### src/rtl/itype_pkg.sv
// Shared RV32I OP-IMM encoding constants and helpers.
// Also used by the I-type decoder.
package itype_pkg;

  localparam logic [6:0] OPCODE_OPIMM = 7'b0010011;

  localparam logic [2:0] F3_ADDI      = 3'b000;
  localparam logic [2:0] F3_SLLI      = 3'b001;
  localparam logic [2:0] F3_XORI      = 3'b100;
  localparam logic [2:0] F3_SRLI_SRAI = 3'b101;
  localparam logic [2:0] F3_ORI       = 3'b110;
  localparam logic [2:0] F3_ANDI      = 3'b111;

  localparam logic [6:0] F7_SRL = 7'b0000000;
  localparam logic [6:0] F7_SRA = 7'b0100000;

  typedef enum logic [2:0] {
    OP_ADDI,
    OP_SLLI,
    OP_XORI,
    OP_SRLI,
    OP_SRAI,
    OP_ORI,
    OP_ANDI
  } op_e;

  // Shifts only carry a 5-bit shamt; the upper immediate bits hold funct7.
  function automatic logic [31:0] encode_opimm(input op_e op, input logic [4:0] rs1,
                                               input logic [4:0] rd, input logic [11:0] imm);
    logic [31:0] word;
    word = {imm, rs1, F3_ADDI, rd, OPCODE_OPIMM};
    case (op)
      OP_ADDI: word = {imm, rs1, F3_ADDI, rd, OPCODE_OPIMM};
      OP_XORI: word = {imm, rs1, F3_XORI, rd, OPCODE_OPIMM};
      OP_ORI:  word = {imm, rs1, F3_ORI, rd, OPCODE_OPIMM};
      OP_ANDI: word = {imm, rs1, F3_ANDI, rd, OPCODE_OPIMM};
      OP_SLLI: word = {F7_SRL, imm[4:0], rs1, F3_SLLI, rd, OPCODE_OPIMM};
      OP_SRLI: word = {F7_SRL, imm[4:0], rs1, F3_SRLI_SRAI, rd, OPCODE_OPIMM};
      OP_SRAI: word = {F7_SRA, imm[4:0], rs1, F3_SRLI_SRAI, rd, OPCODE_OPIMM};
      default: word = {imm, rs1, F3_ADDI, rd, OPCODE_OPIMM};
    endcase
    return word;
  endfunction

endpackage

### src/rtl/itype_fifo.sv
// Parameterised synchronous FIFO; the read port holds the last popped word
// while empty so downstream never sees stale storage contents.
module itype_fifo #(
  parameter int DEPTH = 2,
  parameter int WIDTH = 32
) (
  input  logic             clk,
  input  logic             reset,
  input  logic             push,
  input  logic [WIDTH-1:0] wdata,
  input  logic             pop,
  output logic [WIDTH-1:0] rdata,
  output logic             full,
  output logic             empty
);

  localparam int PTR_W = $clog2(DEPTH);
  localparam logic [PTR_W:0] FULL_CNT = (PTR_W + 1)'(DEPTH);

  logic [WIDTH-1:0] mem [DEPTH];
  logic [PTR_W-1:0] wr_ptr;
  logic [PTR_W-1:0] rd_ptr;
  logic [PTR_W:0]   count;
  logic [WIDTH-1:0] last_word;
  logic             do_push;
  logic             do_pop;

  assign full    = (count == FULL_CNT);
  assign empty   = (count == '0);
  assign do_push = push && !full;
  assign do_pop  = pop && !empty;
  assign rdata   = empty ? last_word : mem[rd_ptr];

  always_ff @(posedge clk) begin
    if (do_push) begin
      mem[wr_ptr] <= wdata;
    end
  end

  always_ff @(posedge clk or posedge reset) begin
    if (reset) begin
      wr_ptr    <= '0;
      rd_ptr    <= '0;
      count     <= '0;
      last_word <= '0;
    end else begin
      if (do_push) begin
        wr_ptr <= wr_ptr + PTR_W'(1);
      end
      if (do_pop) begin
        rd_ptr    <= rd_ptr + PTR_W'(1);
        last_word <= mem[rd_ptr];
      end
      case ({do_push, do_pop})
        2'b10:   count <= count + (PTR_W + 1)'(1);
        2'b01:   count <= count - (PTR_W + 1)'(1);
        default: count <= count;
      endcase
    end
  end

endmodule

### src/rtl/itype_encoder.sv
// Encodes decoded ALU-immediate requests into RV32I OP-IMM words, buffers them
// for a downstream consumer and keeps saturating encode/error statistics.
module itype_encoder
  import itype_pkg::*;
#(
  parameter int FIFO_DEPTH = 2,
  parameter int CNT_W      = 8
) (
  input  logic             clk,
  input  logic             reset,
  input  logic             in_valid,
  output logic             in_ready,
  input  logic             addi_en,
  input  logic             andi_en,
  input  logic             ori_en,
  input  logic             slli_en,
  input  logic             xori_en,
  input  logic             srli_en,
  input  logic             srai_en,
  input  logic [4:0]       rs1,
  input  logic [4:0]       rd,
  input  logic [11:0]      imm,
  output logic             out_valid,
  input  logic             out_ready,
  output logic [31:0]      instruction,
  output logic             err_illegal,
  output logic [CNT_W-1:0] enc_cnt,
  output logic [CNT_W-1:0] err_cnt
);

  logic [6:0]  op_vec;
  logic        legal;
  logic        accept;
  logic        fifo_full;
  logic        fifo_empty;
  op_e         op;
  logic [31:0] enc_word;

  assign op_vec    = {addi_en, andi_en, ori_en, slli_en, xori_en, srli_en, srai_en};
  assign legal     = $onehot(op_vec);
  assign in_ready  = !fifo_full;
  assign accept    = in_valid && in_ready;
  assign out_valid = !fifo_empty;

  // Priority order is irrelevant: op is only consumed when exactly one enable is set.
  always_comb begin
    op = OP_ADDI;
    if (andi_en)      op = OP_ANDI;
    else if (ori_en)  op = OP_ORI;
    else if (slli_en) op = OP_SLLI;
    else if (xori_en) op = OP_XORI;
    else if (srli_en) op = OP_SRLI;
    else if (srai_en) op = OP_SRAI;
  end

  assign enc_word = encode_opimm(op, rs1, rd, imm);

  itype_fifo #(
    .DEPTH (FIFO_DEPTH),
    .WIDTH (32)
  ) u_fifo (
    .clk   (clk),
    .reset (reset),
    .push  (accept && legal),
    .wdata (enc_word),
    .pop   (out_ready),
    .rdata (instruction),
    .full  (fifo_full),
    .empty (fifo_empty)
  );

  // Illegal requests still complete the handshake; they are only counted and flagged.
  always_ff @(posedge clk or posedge reset) begin
    if (reset) begin
      err_illegal <= 1'b0;
      enc_cnt     <= '0;
      err_cnt     <= '0;
    end else begin
      err_illegal <= accept && !legal;
      if (accept && legal && (enc_cnt != '1)) begin
        enc_cnt <= enc_cnt + CNT_W'(1);
      end
      if (accept && !legal && (err_cnt != '1)) begin
        err_cnt <= err_cnt + CNT_W'(1);
      end
    end
  end

endmodule

### config.mk
export PLATFORM = sky130hd
export DESIGN_NAME = itype_encoder
export DESIGN_NICKNAME = d
export VERILOG_FILES = /design/src/rtl/itype_pkg.sv /design/src/rtl/itype_fifo.sv /design/src/rtl/itype_encoder.sv
export SDC_FILE = /design/constraint.sdc
export NUM_CORES = 1
export LEC_CHECK = 0
export ABC_AREA = 1
export CORE_ASPECT_RATIO = 2
export CORE_MARGIN = 2
export CORE_UTILIZATION = 63
export CTS_CLUSTER_DIAMETER = 40
export CTS_CLUSTER_SIZE = 12
export DETAILED_ROUTE_END_ITERATION = 10
export DONT_BUFFER_PORTS = 1
export PLACE_DENSITY = 0.79
export RECOVER_POWER = 50
export SYNTH_ARGS = -nofsm -noshare
export SYNTH_HDL_FRONTEND = slang
export SYNTH_SLANG_ARGS = --single-unit
### constraint.sdc
create_clock -name clk -period 3.14 [get_ports clk]
set_input_delay 0.785 -clock clk [delete_from_list [all_inputs] [get_ports clk]]
set_output_delay 0.785 -clock clk [all_outputs]
set_load 0.02 [all_outputs]
==> Yosys cells after proc, flatten, opt, wreduce, memory -nomap -nowiden <==
Memories as Yosys holds them, arrays and structs flattened.
Index checks and enable logic that the tools add are counted.
{ "op_classes": {"n_eq_ne": 12, "reduce_logical": 12, "add_sub_neg": 12, "mux": 11} }
{ "op_table": {"columns": ["op", "count"], "rows": [
  ["$pmux 32 s6", 1],
  ["$mux 32", 1],
  ["$mux 3", 6],
  ["$add 8x1->8 const B", 2],
  ["$ne 8x8->1 const B", 2],
  ["$eq 3x3->1 const B", 3],
  ["$logic_and 1x1->1", 7],
  ["$add 1x1->2", 3],
  ["$eq 3x1->1 const B", 2],
  ["$eq 3x2->1 const B", 2],
  ["$eq 2x2->1 const B", 2],
  ["$pmux 2 s2", 1],
  ["$add 2x1->3", 1],
  ["$add 2x2->3", 1],
  ["$add 3x3->3", 1],
  ["$logic_not 1->1", 3],
  ["$add 1x1->1 const B", 2],
  ["$add 2x1->2 const B", 1],
  ["$eq 2x1->1 const B", 1],
  ["$logic_not 2->1", 1],
  ["$mux 1", 2],
  ["$reduce_bool 2->1", 1],
  ["$sub 2x1->2 const B", 1]
]} }
{ "word_totals": {"ramBits": 64, "out_inout_bits": 51, "in_bits": 33, "elab_cells": 55, "ff_bits": 53, "n_memories": 1} }
{ "memory_table": {"columns": ["name", "depth", "width", "rd", "rd_clocked_by_memory_dff", "wr", "line_no", "rtl"], "rows": [
  ["u_fifo.mem", 2, 32, 1, 0, 1, "itype_fifo.sv:20", "logic [WIDTH-1:0] mem [DEPTH];"]
]} }

==> Depth between registers and ports, before layout <==
{ "depth": {"word_depth": 8, "mapped_depth": 15, "depth_no_buf": 14} }

==> Cells and area by module <==
A second synthesis with hierarchy kept.
{ "unflattened": {"cells_unflattened": 602, "hier_area_um2": 5417.7} }
{ "by_module_without_submodules": {"columns": ["mod", "instances", "seq_area_each_um2", "area_each_um2", "cells_each"], "rows": [
  ["itype_fifo", 1, 2822.7, 4217.8, 438],
  ["itype_encoder", 1, 425.4, 1199.9, 164]
]} }

==> Worst setup path before layout <==
No wires, ideal clock.
{ "synth_timing": {"path_kind": "input -> register", "startpoint": "input port andi_en", "endpoint": "memory u_fifo.mem[1][10], enable pin", "t_arrival_ns": 4.429, "path_buffers": 1, "setup_ns": 0.407, "cell_stages": 12, "slack_ns": -1.696, "cell_sequence": "buf_2 > inv_2 > fa_1 > fa_1 > fa_1 > inv_1 > fa_1 > nor2_2 > nand2_1 > nor2_4 > inv_1 > nor2_1"} }
{ "synth_between": {"elab_chain_len": 8} }
{ "synth_lines": {"columns": ["item", "line_no", "rtl"], "rows": [
  ["start: declaration", "itype_encoder.sv:14", "input logic andi_en,"],
  ["$add 1x1->2 (not written as such)", "itype_encoder.sv:40", "assign legal = $onehot(op_vec);"],
  ["$add 2x1->3 (not written as such)", "itype_encoder.sv:40", null],
  ["$add 3x3->3 (not written as such)", "itype_encoder.sv:40", null],
  ["$eq 3x1->1", "itype_encoder.sv:40", null],
  ["$logic_and 1x1->1", "itype_encoder.sv:64", ".push (accept && legal),"],
  ["$logic_and 1x1->1", "itype_fifo.sv:30", "assign do_push = push && !full;"],
  ["$mux 1", "itype_fifo.sv:35", "if (do_push) begin"],
  ["$mux 1 (not written as such)", "itype_fifo.sv:36", "mem[wr_ptr] <= wdata;"],
  ["end: declaration", "itype_fifo.sv:20", null]
]} }
Every way passes these cells.

==> Worst setup path after layout <==
{ "layout_timing": {"startpoint": "input port addi_en", "endpoint": "memory u_fifo.mem[1][16], enable pin"} }
{ "layout_between": {"elab_chain_len": 7} }
{ "layout_lines": {"columns": ["item", "line_no", "rtl"], "rows": [
  ["start: declaration", "itype_encoder.sv:13", "input logic addi_en,"],
  ["$add 2x1->3 (not written as such)", "itype_encoder.sv:40", null],
  ["$add 3x3->3 (not written as such)", "itype_encoder.sv:40", null],
  ["$eq 3x1->1", "itype_encoder.sv:40", null],
  ["$logic_and 1x1->1", "itype_encoder.sv:64", null],
  ["$logic_and 1x1->1", "itype_fifo.sv:30", null],
  ["$mux 1", "itype_fifo.sv:35", null],
  ["$mux 1 (not written as such)", "itype_fifo.sv:36", null]
]} }
Every way passes these cells.

==> qor.csv <==
stage;metric;value;unit
synthesis;synth warn;0;
timing;RSZ-0062 raised after global routing;yes;
global_routing;largest net degree at the start of global routing;53;
clock_tree;Clk Latency, worst-skew pair;0.35;ns
floorplanning;Chip Height;126;um
clock_tree;Reg clk slew, reported paths;0.06;ns
timing;fmax;298;MHz
global_routing;first-pass GRT wire length;15800;um
final_layout;footprint of the multi-input gates;1770;um2
final_layout;fin util;75.6;%
synthesis;synth unique cells;32;
critical_path;WP data required;3.20;ns
timing;min Tclk post-route;3.36;ns
global_routing;vias in the first global route;3500;
placed_design;HPWL after DPL;6690;um
drt;DR WL/cell;15.0;um
clock_tree;CTS root buf;clkbuf_16;
power;Cell Pwr Density;905;nW/um2
clock_tree;Max H-tree Level;3;
final_layout;number of diodes;0;
floorplanning;Initial Util;65.0;%
synthesis;cell count after synthesis;519;
critical_path;crit end category;flop;
placed_design;RePlAce Congestion;0.867;
status;status;complete, but fails checks;
final_layout;Final nets;588;
placed_design;port bufs;0;
floorplanning;IO Count;84;
final_layout;fillers;500;
global_routing;overall global routing resource usage;25.1;%
synthesis;FF+latch count, synth;97;
critical_path;Startpoint Class;input pin;
drt;Post-Route WL;9700;um
timing;Max Slew Vio Count;48;
timing;Final Hold Viols;0;
floorplanning;row cnt;44;
power;Pleak;2.55;nW
final_layout;Sequential Area;2680;um2
drt;Antenna Nets Post-Route;0;
power;maximum vdd drop;574;uV
drt;Vias;3452;
final_layout;highest-count cells in the layout ignoring fill and taps;nand2_1 (187), inv_1 (51), edfxtp_1 (50);
timing;worst setup margin;-0.215;ns
placed_design;placed insts;620;
timing;max_slew headroom;-21.4;%
timing;fin crit share;107;%
drt;Detailed Routing Iterations Pass 1;5;
power;Total Power;4.97;mW
drt;Post-route DRC;0;
final_layout;synthesis-to-layout area growth;16.4;%
final_layout;non-filler cells, final;645;
timing;Least-Margin Pin Slew;1.82;ns
drt;DR iter-0 viols;392;
synthesis;Synth Cell Area;4720;um2
final_layout;fraction of layout cells with a size suffix above 1;16.6;%
synthesis;post-synthesis sequential area ratio;56.7;%
clock_tree;CTS tree;done;
synthesis;syn avg cell area;9.10;um2
floorplanning;Die Span X;65.2;um
status;violated checks;max-capacitance violations, max-slew violations, negative setup slack;
min_path;HP Class;flop to flop;
floorplanning;Die ar.;8240;um2
clock_tree;hold_buf cts;0;
floorplanning;core area;7270;um2
global_routing;total grt overflow;0;
final_layout;commonest non-fill, non-tap cell in the layout;nand2_1;
run;max_cap viols;1;
critical_path;crit path max fanout;5;
drt;Vias/cell;5.35;
placed_design;pre-CTS setup slack;-0.731;ns
critical_path;critical path data arrival time;3.42;ns
critical_path;critical path class;input pin to flop;
clock_tree;maximum clock path buffer count;2;
timing;Setup violations, final;54;
clock_tree;clock buffer count from CTS;9;
clock_tree;CTS sink count;97;
global_routing;initial antenna violation count;0;
timing;Worst Skew;0.00574;ns
-- registers in the layout (all words and copies together), names as in the netlist --
| signal | count |
|---|---|
| enc_cnt | 8 |
| err_cnt | 8 |
| err_illegal | 1 |
| u_fifo.count | 2 |
| u_fifo.last_word | 26 |
| u_fifo.mem | 50 |
| u_fifo.rd_ptr | 1 |
| u_fifo.wr_ptr | 1 |
-- what timing repair did --
item	in CTS	in global routing
cloned	1	2
endpoints found under the hold margin	0	0
pin swaps	3	3
buffers inserted	4	8
resized for setup	16	9
setup endpoints to repair	54	66
-- synthesized netlist by cell type (all sizes together) --
| master | instances | area (um2) |
|---|---|---|
| a211o | 1 | 8.76 |
| a21oi | 3 | 30.0 |
| buf | 17 | 100 |
| clkbuf | 5 | 18.8 |
| clkinv | 1 | 3.75 |
| conb | 1 | 3.75 |
| dfrtp | 47 | 1180 |
| edfxtp | 50 | 1500 |
| fa | 4 | 80.1 |
| ha | 3 | 37.5 |
| inv | 61 | 231 |
| nand2 | 200 | 786 |
| nand3 | 9 | 45.0 |
| nand4 | 17 | 106 |
| nor2 | 22 | 119 |
| nor3 | 3 | 15.0 |
| o21ai | 57 | 300 |
| xnor2 | 6 | 52.6 |
| xor2 | 12 | 105 |
-- final cells by class --
class / instances / share of cell area, %
tap: 92 / 2.10
inverter: 62 / 4.65
clock inverter: 7 / 1.71
sequential: 97 / 48.7
clock buffer: 9 / 4.10
multi-input combinational: 341 / 32.1
timing repair buffer: 37 / 6.56
-- worst max-delay path: stages --
cell     delay [ns]
inv_8          0.01
fa_1           0.55
fa_1           0.43
fa_2           0.35
inv_2          0.06
fa_1           0.42
nor2_2         0.12
nand2_2        0.08
nor2_4         0.12
inv_4          0.07
nor2_4         0.18
buf_4          0.15
buf_8          0.11
-- routing by layer --
metal / global-route usage (%) / share of wire [%]
met1: 26.7 / 36
met2: 45.4 / 57
met3: 5.59 / 4.4
met4: 12.3 / 3.0
met5: 0 / 0
-- kinds of logic (layout without fill, tap and decap cells) --
| kind of cell | Yosys count | in the layout | synth area share, % |
|---|---|---|---|
| simple gates | 251 | 251 | 22.7 |
| xor+xnor | 18 | 18 | 3.34 |
| other cells | 1 | 4 | 0.0794 |
| buf+inv | 84 | 115 | 7.50 |
| flops | 97 | 97 | 56.7 |
| fa+ha+maj | 7 | 7 | 2.49 |
| compound gates | 61 | 61 | 7.18 |
-- where the power goes --
group          switching (mW)  total [mW]  leakage [nW]  internal, mW
Clock                   0.470        1.17         0.152         0.697
Sequential              0.255        1.89          1.04          1.63
Combinational            1.28        1.92          1.36         0.637
Total                    2.01        4.97          2.55          2.97
-- metrics by stage --
step | setup TNS (ns) | hold WS (ns) | instance area, um2
2_1_floorplan | -46.54 | 0.422 | 4770
3_3_place_gp | -28.38 | 0.434 | 4990
3_5_place_dp | -31.64 | 0.444 | 4990
4_1_cts | -5.60 | 0.459 | 5420
5_1_grt | -17.57 | 0.501 | 5490
6_report | -8.99 | 0.461 | 5490
-- path summary, 6_finish.rpt --
check / start / to / slack, ns / cells past startpoint
worst max-delay path: addi_en / u_fifo.mem[1][16] / -0.22 / 13
worst min-delay path: u_fifo.last_word[4] / u_fifo.last_word[4] / 0.46 / 2
worst max register to register: u_fifo.count[0] / u_fifo.last_word[27] / 0.88 / 6
worst min register to register: u_fifo.last_word[4] / u_fifo.last_word[4] / 0.46 / 2
max in group asynchronous: reset / u_fifo.last_word[29] / 1.17 / 1
min in group asynchronous: reset / enc_cnt[5] / 0.92 / 1
No activity file was read; power rests on OpenSTA's default activity.
